===== src/rtl/rgb_frame_writer.sv =====
// rgb_frame_writer: buffers CTE output words in a small FIFO and drains them
// to a single-port frame memory at raster addresses 0..FRAME_PIXELS-1.
// The CTE cannot be stalled, so memory back-pressure is absorbed here and any
// lost word raises a sticky overflow flag.
// Optional feature: define CHECKSUM_EN to add a 24-bit XOR checksum output of
// all words accepted by the memory since reset or frame_start.
module rgb_frame_writer #(
    parameter int DEPTH        = 8,
    parameter int ADDR_W       = 10,
    parameter int FRAME_PIXELS = 500
) (
    input  logic                     clk,
    input  logic                     reset,
    input  logic                     frame_start,
    input  logic                     out_valid,
    input  logic [23:0]              rgb_in,
    input  logic                     mem_ready,
    output logic                     mem_wen,
    output logic [ADDR_W-1:0]        mem_addr,
    output logic [23:0]              mem_wdata,
    output logic [$clog2(DEPTH):0]   fifo_level,
    output logic                     frame_done,
    output logic                     overflow
`ifdef CHECKSUM_EN
    ,
    output logic [23:0]              checksum
`endif
);

    localparam int PTR_W = $clog2(DEPTH);
    localparam int LVL_W = PTR_W + 1;
    localparam logic [ADDR_W-1:0] LAST_ADDR = ADDR_W'(FRAME_PIXELS - 1);
    localparam logic [LVL_W-1:0]  FULL_LVL  = LVL_W'(DEPTH);

    typedef enum logic [1:0] {
        ST_IDLE  = 2'd0,
        ST_WRITE = 2'd1,
        ST_DONE  = 2'd2
    } state_t;

    state_t              state_q, state_d;
    logic [23:0]         fifo_q [DEPTH];
    logic [23:0]         fifo_d [DEPTH];
    logic [PTR_W-1:0]    wr_ptr_q, wr_ptr_d;
    logic [PTR_W-1:0]    rd_ptr_q, rd_ptr_d;
    logic [LVL_W-1:0]    level_q, level_d;
    logic                wen_q, wen_d;
    logic [ADDR_W-1:0]   addr_q, addr_d;
    logic [23:0]         wdata_q, wdata_d;
    logic                done_q, done_d;
    logic                ovf_q, ovf_d;

    logic                xfer_s;
    logic                pop_s;
    logic                push_s;
    logic                full_s;
    logic                not_empty_s;

    // A transfer is an edge where the held request meets memory ready.
    assign xfer_s      = wen_q & mem_ready;
    assign full_s      = (level_q == FULL_LVL);
    assign not_empty_s = (level_q != {LVL_W{1'b0}});

    // Next-state logic: FSM, FIFO push/pop bookkeeping and frame_start override.
    always_comb begin
        state_d  = state_q;
        fifo_d   = fifo_q;
        wr_ptr_d = wr_ptr_q;
        rd_ptr_d = rd_ptr_q;
        level_d  = level_q;
        wen_d    = wen_q;
        addr_d   = addr_q;
        wdata_d  = wdata_q;
        done_d   = 1'b0;
        ovf_d    = ovf_q;
        pop_s    = 1'b0;
        push_s   = 1'b0;

        case (state_q)
            ST_IDLE: begin
                if (not_empty_s) begin
                    pop_s   = 1'b1;
                    wen_d   = 1'b1;
                    state_d = ST_WRITE;
                end else begin
                    state_d = ST_IDLE;
                end
            end
            ST_WRITE: begin
                if (xfer_s) begin
                    if (addr_q == LAST_ADDR) begin
                        wen_d   = 1'b0;
                        addr_d  = {ADDR_W{1'b0}};
                        done_d  = 1'b1;
                        state_d = ST_DONE;
                    end else if (not_empty_s) begin
                        // Back-to-back: reload the output register on the accepting edge.
                        pop_s   = 1'b1;
                        addr_d  = addr_q + ADDR_W'(1);
                    end else begin
                        wen_d   = 1'b0;
                        addr_d  = addr_q + ADDR_W'(1);
                        state_d = ST_IDLE;
                    end
                end else begin
                    state_d = ST_WRITE;
                end
            end
            ST_DONE: begin
                // Frame complete: keep buffering, wait for frame_start.
                state_d = ST_DONE;
            end
            default: begin
                state_d = ST_IDLE;
            end
        endcase

        if (pop_s) begin
            wdata_d  = fifo_q[rd_ptr_q];
            rd_ptr_d = rd_ptr_q + PTR_W'(1);
        end else begin
            rd_ptr_d = rd_ptr_q;
        end

        // A full FIFO still accepts a word if it frees a slot on the same edge.
        push_s = out_valid & (~full_s | pop_s);
        if (out_valid & ~push_s) begin
            ovf_d = 1'b1;
        end else begin
            ovf_d = ovf_q;
        end

        if (push_s) begin
            fifo_d[wr_ptr_q] = rgb_in;
            wr_ptr_d         = wr_ptr_q + PTR_W'(1);
        end else begin
            wr_ptr_d = wr_ptr_q;
        end

        level_d = level_q + LVL_W'(push_s) - LVL_W'(pop_s);

        // frame_start flushes everything; a word arriving on the same edge
        // becomes the first word of the new frame.
        if (frame_start) begin
            state_d  = ST_IDLE;
            addr_d   = {ADDR_W{1'b0}};
            ovf_d    = 1'b0;
            done_d   = 1'b0;
            wen_d    = 1'b0;
            rd_ptr_d = {PTR_W{1'b0}};
            if (out_valid) begin
                fifo_d[{PTR_W{1'b0}}] = rgb_in;
                wr_ptr_d = PTR_W'(1);
                level_d  = LVL_W'(1);
            end else begin
                wr_ptr_d = {PTR_W{1'b0}};
                level_d  = {LVL_W{1'b0}};
            end
        end else begin
            state_d = state_d;
        end
    end

    // State and datapath registers with asynchronous reset.
    always_ff @(posedge clk or posedge reset) begin
        if (reset) begin
            state_q  <= ST_IDLE;
            fifo_q   <= '{default: 24'h000000};
            wr_ptr_q <= {PTR_W{1'b0}};
            rd_ptr_q <= {PTR_W{1'b0}};
            level_q  <= {LVL_W{1'b0}};
            wen_q    <= 1'b0;
            addr_q   <= {ADDR_W{1'b0}};
            wdata_q  <= 24'h000000;
            done_q   <= 1'b0;
            ovf_q    <= 1'b0;
        end else begin
            state_q  <= state_d;
            fifo_q   <= fifo_d;
            wr_ptr_q <= wr_ptr_d;
            rd_ptr_q <= rd_ptr_d;
            level_q  <= level_d;
            wen_q    <= wen_d;
            addr_q   <= addr_d;
            wdata_q  <= wdata_d;
            done_q   <= done_d;
            ovf_q    <= ovf_d;
        end
    end

    assign mem_wen    = wen_q;
    assign mem_addr   = addr_q;
    assign mem_wdata  = wdata_q;
    assign fifo_level = level_q;
    assign frame_done = done_q;
    assign overflow   = ovf_q;

`ifdef CHECKSUM_EN
    logic [23:0] csum_q, csum_d;

    // XOR-accumulate every accepted write; frame_start restarts the sum.
    always_comb begin
        if (frame_start) begin
            csum_d = 24'h000000;
        end else if (xfer_s) begin
            csum_d = csum_q ^ wdata_q;
        end else begin
            csum_d = csum_q;
        end
    end

    // Checksum register with asynchronous reset.
    always_ff @(posedge clk or posedge reset) begin
        if (reset) begin
            csum_q <= 24'h000000;
        end else begin
            csum_q <= csum_d;
        end
    end

    assign checksum = csum_q;
`endif

endmodule


===== config.mk =====
export PLATFORM = sky130hd
export DESIGN_NAME = rgb_frame_writer
export DESIGN_NICKNAME = d
export VERILOG_FILES = /design/src/rtl/rgb_frame_writer.sv
export SDC_FILE = /design/constraint.sdc
export NUM_CORES = 1
export LEC_CHECK = 0
export CORE_MARGIN = 2
export CORE_UTILIZATION = 30
export CTS_BUF_LIST = sky130_fd_sc_hd__clkbuf_4 sky130_fd_sc_hd__clkbuf_8
export CTS_CLUSTER_SIZE = 24
export DETAILED_ROUTE_END_ITERATION = 8
export PLACE_DENSITY = 0.53
export SYNTH_ARGS = -nofsm -noshare
export SYNTH_HDL_FRONTEND = slang
export SYNTH_SLANG_ARGS = --single-unit

===== constraint.sdc =====
create_clock -name clk -period 14.11 [get_ports clk]
set_input_delay 2.1165 -clock clk [delete_from_list [all_inputs] [get_ports clk]]
set_output_delay 2.1165 -clock clk [all_outputs]
set_load 0.02 [all_outputs]

# Word level (Yosys, flattened, before mapping)
# Index checks and enable logic that the tools add are counted.
op_classes:
  bitwise_logic: 8
  n_reduce_logical: 11
  n_eq_ne: 8
  n_mux: 42
  magnitude_cmp: 3
  n_addsub: 5
ops:
  columns: ["cell", "n"]
  rows:
  - ["192-bit bitwise mux", 1]
  - ["192-bit two-way mux", 1]
  - ["24-bit two-way mux", 5]
  - ["24-bit binary-select mux with 3-bit select", 1]
  - ["24-bit demux with 3-bit select", 1]
  - ["10-bit two-way mux", 4]
  - ["1-bit two-way mux", 17]
  - ["3-bit two-way mux", 4]
  - ["10-bit by 1-bit adder with 10-bit output, second input constant", 1]
  - ["10-bit by 9-bit equality test with 1-bit output, second input constant", 1]
  - ["2-bit nonzero test", 5]
  - ["4-bit >= comparator, second input constant", 2]
  - ["2-bit two-way mux", 4]
  - ["3-bit inverter with 4-bit output", 2]
  - ["3-bit by 1-bit adder with 3-bit output, second input constant", 2]
  - ["3-bit != test, second input constant", 2]
  - ["2-bit one-hot mux with 3 select lines", 1]
  - ["5-bit != test, second input constant", 1]
  - ["4-bit by 1-bit adder with 4-bit output", 1]
  - ["4-bit equality test, second input constant", 1]
  - ["4-bit by 1-bit less-than comparator with 1-bit output, second input constant", 1]
  - ["4-bit two-way mux", 1]
  - ["4-bit != test, second input constant", 1]
  - ["1-bit one-hot mux with 2 select lines", 2]
  - ["12 further kinds", 15]
totals:
  output_inout_bits: 41
  ff_bits: 241
  inputBits: 29

# Depth between registers and ports, before layout
depth:
  depth_word: 11
  ltp_mapped: 14
  mapped_depth_nobuf: 13

# Worst setup path after synthesis
# No wires, ideal clock.
synth_timing:
  path_type: "input to register"
  from: "input port mem_ready"
  to: "register level_q[2] (netlist: fifo_level[2])"
  cell_stages: 12
  t_arrival_ns: 4.213
  required_time_ns: 13.978
  path_slack_ns: 9.765
  path_cell_list: "and4b_1 -> buf_6 -> o21a_4 -> nand2_1 -> clkbuf_1 -> inv_1 -> ha_1 -> inv_1 -> ha_1 -> fa_1 -> xnor2_1 -> nor2_1"
synth_between:
  elab_chain_len: 8
synth_lines:
  columns: ["item", "line_no", "source"]
  rows:
  - ["from (decl)", "17", "input logic mem_ready,"]
  - ["1-bit bitwise AND (*)", "60", "assign xfer_s = wen_q & mem_ready;"]
  - ["1-bit two-way mux (*)", "90", "if (xfer_s) begin"]
  - ["1-bit one-hot mux with 2 select lines (*)", "79", "case (state_q)"]
  - ["named net pop_s", "54", "logic pop_s;"]
  - ["1-bit bitwise OR", "126", "push_s = out_valid & (~full_s | pop_s);"]
  - ["1-bit bitwise AND", "126", null]
  - ["4-bit by 1-bit adder with 4-bit output", "140", "level_d = level_q + LVL_W'(push_s) - LVL_W'(pop_s);"]
  - ["4-bit by 1-bit subtractor with 4-bit output (*)", "140", null]
  - ["4-bit two-way mux (*)", "144", "if (frame_start) begin"]
  - ["named net level_d[2]", "46", "logic [LVL_W-1:0] level_q, level_d;"]
  - ["to (signal assigned)", "171", "level_q <= {LVL_W{1'b0}};"]
  - ["to (signal assigned)", "182", "level_q <= level_d;"]
  - ["to (decl)", "46", null]
# Mark *: on every way through the listed nets, which the timed path passes. The rest lies on a longest branch.
# A chain may end at the register's enable or synchronous reset.

# Final worst setup path
layout_timing:
  from: "input port mem_ready"
  to: "register level_q[1] (netlist: fifo_level[1])"
layout_between:
  elab_chain_len: 8
layout_lines:
  columns: ["item", "line_no"]
  rows:
  - ["1-bit bitwise AND (*)", "60"]
  - ["1-bit two-way mux (*)", "90"]
  - ["1-bit one-hot mux with 2 select lines (*)", "79"]
  - ["1-bit bitwise OR", "126"]
  - ["1-bit bitwise AND", "126"]
  - ["4-bit by 1-bit adder with 4-bit output", "140"]
  - ["4-bit by 1-bit subtractor with 4-bit output (*)", "140"]
  - ["4-bit two-way mux (*)", "144"]
  - ["named net level_d[1]", "46"]
# Marked as above.

==> flow_metrics.py <==
metrics = {
    "min_path": {
        "min_path_type": "flop to flop",
    },
    "clock_network": {
        "clk_path_buf_depth": 3,
        "ctsHoldBuffers": 0,
        "cts_made_buffers": 44,
        "cts_sinks": 241,
        "clkSlewWorstSetupHoldPaths_ps": 60,
        "cts_root_buf": "clkbuf_8",
        "cts_tree": "done",
        "htreeDepth": 2,
        "cts-resized-gates": 0,
        "cts_setup_buffers": 0,
        "clk_latency_ps": 550,
    },
    "setup_path": {
        "arrival_ps": 5120,
        "crit_path_max_fanout": 14,
        "cp_cell_sequence": "clkdlybuf4s50_1 -> and4b_1 -> o21a_4 -> a21oi_2 -> nand2b_1 -> ha_1 -> inv_1 -> ha_1 -> fa_1 -> nor2b_1",
        "cp-end-kind": "flop",
        "worstPathBufferInverterCount": 2,
        "criticalPathCategory": "input pin to flop",
        "critPathSlowestCell": "a21oi_2",
        "crit_top_cell": "ha_1",
        "cp.required_ps": 14510,
        "crit_family": "compound AO/OA/AOI/OAI gates",
        "cp-start-kind": "input pin",
        "cp_slowest_stage_delay_ps": 690,
    },
    "layout": {
        "multi_input_area_um2": 4590,
        "final_common_cell": "dfrtp_1",
        "layout_common_cells": "dfrtp_1 (238), mux2_2 (172), clkdlybuf4s50_1 (69)",
        "fillCellCount": 3454,
        "fin_nets": 845,
        "diodes": 0,
        "regArea_um2": 6030,
        "drive_gt1_frac": 0.412,
        "synthToLayoutAreaGrowth_pct": 19.6,
        "final_util": 0.365,
        "design_area_um2": 13000,
    },
    "pwr": {
        "cellLeakagePower_nw": 5.64,
        "vdd_ir_drop_max_mv": 0.0624,
        "p_per_area_nw_per_um2": 201,
    },
    "route": {
        "drc": 11,
        "avgViaCountPerCell": 4.74,
        "vias": 6157,
        "drtPass1Iterations": 6,
        "wirelength_um": 24100,
        "routedWlPerCell_um": 18.6,
        "wl_met2_um": 10700,
        "wl_met3_um": 1170,
        "wl_met1_um": 11800,
        "highest_layer": "met5",
        "ant_nets": 0,
        "drtIter0Drc": 238,
    },
    "placed_design": {
        "dpl_cell_area_um2": 12000,
        "dp_hpwl_um": 13400,
        "finalWeightedCongestion": 0.733,
        "port_buffers": 69,
    },
    "floorplanning": {
        "die_w_um": 194,
        "die-area_um2": 37800,
        "io_pins": 70,
        "initial_core_util": 0.305,
        "die_y_um": 194,
        "row_count": 69,
        "core_area_um2": 35700,
    },
    "global_routing": {
        "grt_antenna_before_repair": 1,
        "first_global_vias": 6600,
        "overflow": 0,
        "grt_pass1_wl_um": 39400,
        "globalRouteTotalUtil": 0.132,
        "grt_max_degree": 121,
    },
    "synth": {
        "syn_nets": 759,
        "yosysSeqAreaShare": 0.555,
        "synth_area_um2": 10900,
        "ys_warn_count": 0,
        "synth.distinct_cells": 42,
        "synth_cells": 720,
        "avgSynthCellArea_um2": 15.1,
        "synth-seq-cells": 241,
    },
    "sta": {
        "worst_pin_slew_ps": 1020,
        "fin_worst_skew_ps": 32.0,
        "fin_hold_ws_ps": 482,
        "period_share": 0.334,
        "rsz0062_at_grt": "no",
        "finalSetupViolations": 0,
        "hold_viol": 0,
        "fmax_mhz": 212,
        "finalMaxSlewViolations": 0,
        "relSlewSlack": 0.319,
        "finalCriticalPeriod_ps": 4720,
        "fin_setup_tns_ps": 0,
    },
    "run_status": {
        "violations": "DRC",
        "status": "complete, but fails checks",
    },
    "run": {
        "maxCapViolations": 0,
    },
}
[stage by stage]
stage / cells / setup slack (ps) / power, W
2_1_floorplan: 720 / 5380 / 0.00166
3_3_place_gp: 1221 / 8870 / 0.00190
3_5_place_dp: 1221 / 8840 / 0.00192
4_1_cts: 1298 / 9420 / 0.00266
5_1_grt: 1298 / 9260 / 0.00279
6_report: 1298 / 9390 / 0.00261
[final timing paths]
path / endpoint / depth (start not counted) / startpoint / slack [ps]
max: fifo_level[1] / 10 / mem_ready / 9390
min: mem_wdata[13] / 2 / mem_wdata[13] / 480
max reg2reg: fifo_level[1] / 10 / mem_addr[0] / 10710
min reg2reg: mem_wdata[13] / 2 / mem_wdata[13] / 480
max in group asynchronous: async pin / 3 / reset / 10500
min in group asynchronous: mem_wdata[19] / 2 / reset / 2130
[logic make-up after synthesis]
group,after synthesis,share of synthesized area
and+or+nand+nor,89,0.0431
DFF,241,0.555
adders and majority gates,10,0.0122
xor gates and xnor gates,10,0.00805
AOI/OAI and AO/OA,51,0.0276
buffers and inverters,53,0.0254
muxes,266,0.329
[Yosys cell counts]
cell,n,area [um^2]
dfrtp_1,241,6030
nor3_2,1,10.0
mux2i_1,26,260
a21oi_1,9,45.0
or4_4,1,11.3
o31ai_1,1,7.51
buf_6,5,56.3
or4_1,1,7.51
and4_1,1,8.76
clkbuf_1,12,45.0
ha_1,9,113
or3b_2,1,8.76
a21oi_2,1,8.76
o21ai_0,32,160
mux4_2,48,1080
nand2_1,38,143
o211ai_1,3,22.5
or3_1,2,12.5
buf_1,8,30.0
nand3b_1,1,7.51
buf_4,8,60.1
fa_1,1,20.0
mux2_2,172,1940
buf_2,8,40.0
nor3_4,3,48.8
o41ai_2,1,16.3
nand3_1,3,15.0
xnor2_1,6,52.6
nor2b_1,2,12.5
a2bb2oi_1,1,8.76
mux2_4,20,300
nand4b_1,3,26.3
xor2_1,4,35.0
nor4b_2,1,15.0
inv_1,12,45.0
and4b_1,1,10.0
nor2_1,22,82.6
and3_1,3,18.8
o21a_4,1,15.0
a21o_1,1,7.51
nand2b_1,5,31.3
a31o_2,1,8.76
[metal layers]
layer  vias up  global-route usage
li1       2810                   -
met1      3210               0.191
met2        98               0.200
met3        37              0.0309
met4         2              0.0362
met5         -                   0
[power by group]
group / internal [W] / switching [W] / total (W) / leakage (nW)
sequential: 0.000937 / 0.000157 / 0.00109 / 3.08
clock: 0.000433 / 0.000295 / 0.000728 / 0.520
combinational: 0.000464 / 0.000327 / 0.000791 / 2.04
[worst register-to-register path, cell delays in order, from the launching register on]
cell	delay, ps
dfrtp_1	410
ha_1	200
nor4b_2	300
nand4b_1	260
a21oi_2	790
nand2b_1	250
ha_1	240
inv_1	60
ha_1	180
fa_1	410
nor2b_1	130
[cell type report]
cell class / count / area share
Tap cell: 461 / 0.0444
Inverter: 12 / 0.00404
Clock buffer: 65 / 0.0640
Sequential cell: 241 / 0.464
Multi-Input combinational cell: 426 / 0.353
Timing Repair Buffer: 81 / 0.0600
Clock inverter: 12 / 0.0107
(Power assumes the default switching activity.)
